<file path="src/rtl/instr_fetch.sv">
// instr_fetch: single-issue, zero-latency fetch and branch unit.
// Build option FETCH_CYCLE_COUNT_EN adds a saturating executed-instruction counter.
module instr_fetch #(
  parameter int unsigned PC_W   = 10,
  parameter logic [8:0]  BUBBLE = 9'b1011_00000
) (
  input  logic            clk,
  input  logic            reset_n,
  input  logic            start,
  output logic [PC_W-1:0] prog_addr,
  input  logic [8:0]      prog_data,
  input  logic            alu_zero,
  input  logic            alu_neg,
  output logic [8:0]      mach_code,
  output logic            valid,
  output logic            done,
  output logic [15:0]     cycle_count
);

  typedef enum logic [1:0] {
    IDLE,
    RUN,
    DONE
  } state_t;

  localparam logic [3:0] OP_CMP  = 4'b0101;
  localparam logic [3:0] OP_BNE  = 4'b1111;
  localparam logic [3:0] OP_BGE  = 4'b1010;
  localparam logic [3:0] OP_HALT = 4'b1000;

  localparam logic [PC_W-1:0] PC_MAX = '1;
  localparam logic [PC_W-1:0] PC_ONE = 1;

  state_t          state_q, state_d;
  logic [PC_W-1:0] pc_q, pc_d;
  logic            zero_q, zero_d;
  logic            neg_q, neg_d;

  logic [3:0]      opcode;
  logic [PC_W-1:0] offset;
  logic            taken;

  assign opcode = prog_data[8:5];
  assign offset = PC_W'($signed(prog_data[4:0]));

  // branches only ever see flags latched at an earlier edge
  assign taken = ((opcode == OP_BNE) && !zero_q) ||
                 ((opcode == OP_BGE) && !neg_q);

  always_comb begin
    state_d = state_q;
    pc_d    = pc_q;
    zero_d  = zero_q;
    neg_d   = neg_q;
    unique case (state_q)
      IDLE, DONE: begin
        if (start) begin
          state_d = RUN;
          pc_d    = '0;
        end
      end
      RUN: begin
        if (opcode == OP_CMP) begin
          zero_d = alu_zero;
          neg_d  = alu_neg;
        end
        if (opcode == OP_HALT) begin
          state_d = DONE;
        end else if (taken) begin
          pc_d = pc_q + offset;
        end else if (pc_q == PC_MAX) begin
          // falling off the end stops rather than wrapping
          state_d = DONE;
        end else begin
          pc_d = pc_q + PC_ONE;
        end
      end
      default: state_d = IDLE;
    endcase
  end

  always_ff @(posedge clk) begin
    if (!reset_n) begin
      state_q <= IDLE;
      pc_q    <= '0;
      zero_q  <= 1'b0;
      neg_q   <= 1'b0;
    end else begin
      state_q <= state_d;
      pc_q    <= pc_d;
      zero_q  <= zero_d;
      neg_q   <= neg_d;
    end
  end

  assign prog_addr = pc_q;
  assign valid     = (state_q == RUN);
  assign mach_code = valid ? prog_data : BUBBLE;
  assign done      = (state_q == DONE);

`ifdef FETCH_CYCLE_COUNT_EN
  logic [15:0] cnt_q, cnt_d;

  always_comb begin
    cnt_d = cnt_q;
    if (state_q == RUN) begin
      if (cnt_q != 16'hFFFF) cnt_d = cnt_q + 16'd1;
    end else if (start) begin
      cnt_d = '0;
    end
  end

  always_ff @(posedge clk) begin
    if (!reset_n) cnt_q <= '0;
    else          cnt_q <= cnt_d;
  end

  assign cycle_count = cnt_q;
`else
  assign cycle_count = '0;
`endif

endmodule

</file>
<file path="config.mk">
export PLATFORM = sky130hd
export DESIGN_NAME = instr_fetch
export DESIGN_NICKNAME = d
export VERILOG_FILES = /design/src/rtl/instr_fetch.sv
export SDC_FILE = /design/constraint.sdc
export NUM_CORES = 1
export LEC_CHECK = 0
export ABC_AREA = 1
export BUFFER_PORTS_ARGS = -buffer_cell sky130_fd_sc_hd__buf_2
export CELL_PAD_IN_SITES_DETAIL_PLACEMENT = 1
export CELL_PAD_IN_SITES_GLOBAL_PLACEMENT = 1
export CORE_ASPECT_RATIO = 1.4
export CORE_MARGIN = 4
export CORE_UTILIZATION = 29
export DETAILED_ROUTE_END_ITERATION = 8
export GPL_ROUTABILITY_DRIVEN = 0
export PLACE_DENSITY = 0.84
export SLEW_MARGIN = 20
export SYNTH_ARGS = -nofsm -noshare
export SYNTH_HDL_FRONTEND = slang
export SYNTH_SLANG_ARGS = --single-unit
</file>
<file path="constraint.sdc">
create_clock -name clk -period 2.21 [get_ports clk]
set_input_delay 0.663 -clock clk [delete_from_list [all_inputs] [get_ports clk]]
set_output_delay 0.663 -clock clk [all_outputs]
set_load 0.02 [all_outputs]
</file>
==> results.cfg <==
[outcome]
status = complete, but fails checks
violations = negative setup slack

[global_route]
grt_pass1_vias = 1624
overflow = 0
grt_start_max_net_pins = 11
grt_use_total_pct = 16.4
grt_antenna_before_repair = 0
grt_pass1_wl_mm = 7.31

[sta]
setup_violations = 1
fin_crit_ns = 2.22
hold_viol = 0
fin_crit_sh_pct = 100
holdWs_ns = 0.508
skew_ns = 0.00256
max_freq_ghz = 0.451
tns_ns = -0.00628
grt_setup_unrepaired = yes
finalWorstSetupSlack_ns = -0.00628
final_max_slew_viol_count = 0

[routing]
dr_total_vias = 1578
via_per_inst = 4.81
drc = 0
drtIter0Drc = 29
ant_nets = 0
drt_wl_total_mm = 5.02
wl_per_cell_um = 15.3
dr.pass1.iters = 4

[finish]
synthToLayoutAreaGrowth_pct = 46.5
final_common_cell = nand2_1
fin_area_um2 = 1940
seq_area_um2 = 280
fin_nets = 294
nFillCells = 570
final_cell_mix = nand2_1, buf_2, buf_4, nor2_1, nand3_1
drive_gt1_share_pct = 42.5
antenna-diode-count = 0
multi_input_area_um2 = 1010
post-route-util_pct = 45.0

[synthesis]
synth_cells = 207
synth.cell_area_um2 = 1320
synth_top_area_share_pct = 21.2
yosysTopAreaCell = dfxtp_1
synth_area_leaders = dfxtp_1, nand2_1, buf_4
yosys_warnings = 0
seq_area_frac_synth_pct = 21.2
synth.distinct_cells = 30
synth_seq_cells = 14
avgSynthCellArea_um2 = 6.39

[setup_path]
worst_path_most_repeated_cell = nor2_2
critPathKind = input port to flip-flop
cp_slowest_cell = or2_2
crit_family = simple AND/OR/NAND/NOR gates
worstPathRequired_ns = 2.33
crit_chain = buf_6, inv_2, nor2_2, nand2_2, nand2_4, inv_6, nor2_2, ha_4, a21oi_2, o21ai_4, or2_2, nand3_1, a21oi_1
cp-start-kind = input port
cp_max_fo = 4
crit_arrival_ns = 2.33
critical_path_buf_inv_count = 3
cp-end-kind = flip-flop
crit_path_max_incr_delay_ns = 0.28

[placed_design]
placed_area_um2 = 1660
port_buffers = 34
pre_cts_slack_ns = -0.336
hpwl_mm = 3.54

[die]
fp.dieH_um = 87.9
coreArea_um2 = 4310
rows = 28
ios = 51
start_util_pct = 30.7
die_w_um = 65.1
dieArea_um2 = 5720

[hold_path]
hold_path_class = flip-flop to flip-flop

[cts]
clkTransAtPathRegs_ns = 0.06
clk_latency_ns = 0.25
cts-root-buf = clkbuf_8
cts.path.max_buffers = 2
cts_tree = yes
cts_made_buffers = 3
h-tree-depth = 1
cts_sinks = 14

[power_and_ir_drop]
clockPowerShare_pct = 27.3
combPwrFrac_pct = 37.7
power.density_nw_per_um2 = 408
vdd_drop_max_mv = 0.261
intPower_mw = 0.494
power.share.switching_pct = 37.5
leakage_nw = 1.00
power.switching_mw = 0.297
seqPwrFrac_pct = 35.0

[job]
max_cap_viol_count = 0
## per-stage QoR
stage / instances / power, mW
2_1_floorplan: 222 / 0.458
3_3_place_gp: 318 / 0.522
3_5_place_dp: 318 / 0.529
4_1_cts: 323 / 0.747
5_1_grt: 328 / 0.827
6_report: 328 / 0.791
## sequential cells by signal, indices dropped and copies added (netlist names)
register / flops
state_q: 2
prog_addr: 10
neg_q: 1
zero_q: 1
## what timing repair did
action                                 in CTS  in global routing
setup endpoints to repair                   7                  7
gates resized for setup                    11                 39
pin swaps                                   5                 11
setup buffers                               2                  5
endpoints found under the hold margin       0                  0
hold buffers                                0                  0
## cell families after synthesis
family	count (synthesis)	synth area share, %
xor gates and xnor gates	2	1.32
DFF	14	21.2
other	1	0.284
AOI/OAI and AO/OA	23	9.65
buffers and inverters	46	18.1
and+or+nand+nor	111	39.5
adders and majority gates	10	10.0
## worst min-delay path, cell delays in order, from the launching register on
cell and delay [ns]:
dfxtp_1 0.32, nor2_1 0.10, nor2_1 0.05
## power by group through the flow
stage,Combinational (mW),Clock (mW),Sequential (mW)
detailed placement,0.249,0,0.280
global route,0.324,0.225,0.278
finish,0.298,0.216,0.277
CTS,0.257,0.216,0.274
global placement,0.243,0,0.279
floorplan,0.172,0,0.286
## cells in the mapped netlist
| master | n |
|---|---|
| nand2_1 | 46 |
| nor2_1 | 25 |
| inv_1 | 24 |
| nand3_1 | 19 |
| buf_4 | 16 |
| a21oi_1 | 15 |
| dfxtp_1 | 14 |
| ha_1 | 9 |
| nand2_2 | 5 |
| inv_2 | 3 |
| nand2_4 | 3 |
| nand3b_1 | 3 |
| nor2_2 | 3 |
| or2_2 | 3 |
| nand4_1 | 2 |
| o21a_1 | 2 |
| o21ai_0 | 2 |
| a31oi_1 | 1 |
| buf_2 | 1 |
| clkinv_1 | 1 |
| conb_1 | 1 |
| fa_1 | 1 |
| inv_6 | 1 |
| nand3b_2 | 1 |
| nor2_4 | 1 |
| o21ai_1 | 1 |
| o21ai_2 | 1 |
| o21bai_1 | 1 |
| xnor2_1 | 1 |
| xor2_1 | 1 |
## layout make-up
class,instances,area share (%)
timing repair buffer,60,20.5
clock buffer,3,2.13
multi-input combinational,162,52.4
tap,60,3.87
sequential,14,14.5
inverter,29,6.65
## layer usage
layer | part of all wire, % | routed length (um) | track usage [%]
met1 | 36 | 1810 | 16.4
met4 | 3.4 | 170 | 8.87
met3 | 4.4 | 222 | 2.18
met2 | 56 | 2810 | 31.9
met5 | 0 | 0 | 0
## worst paths after layout
check               start           end  slack, ns  depth (start not counted)
max          prog_data[7]  prog_addr[4]     -0.006                         13
min                 neg_q         neg_q       0.51                          2
max reg2reg        zero_q  prog_addr[4]       0.17                         11
min reg2reg         neg_q         neg_q       0.51                          2
(Power assumes the default switching activity.)
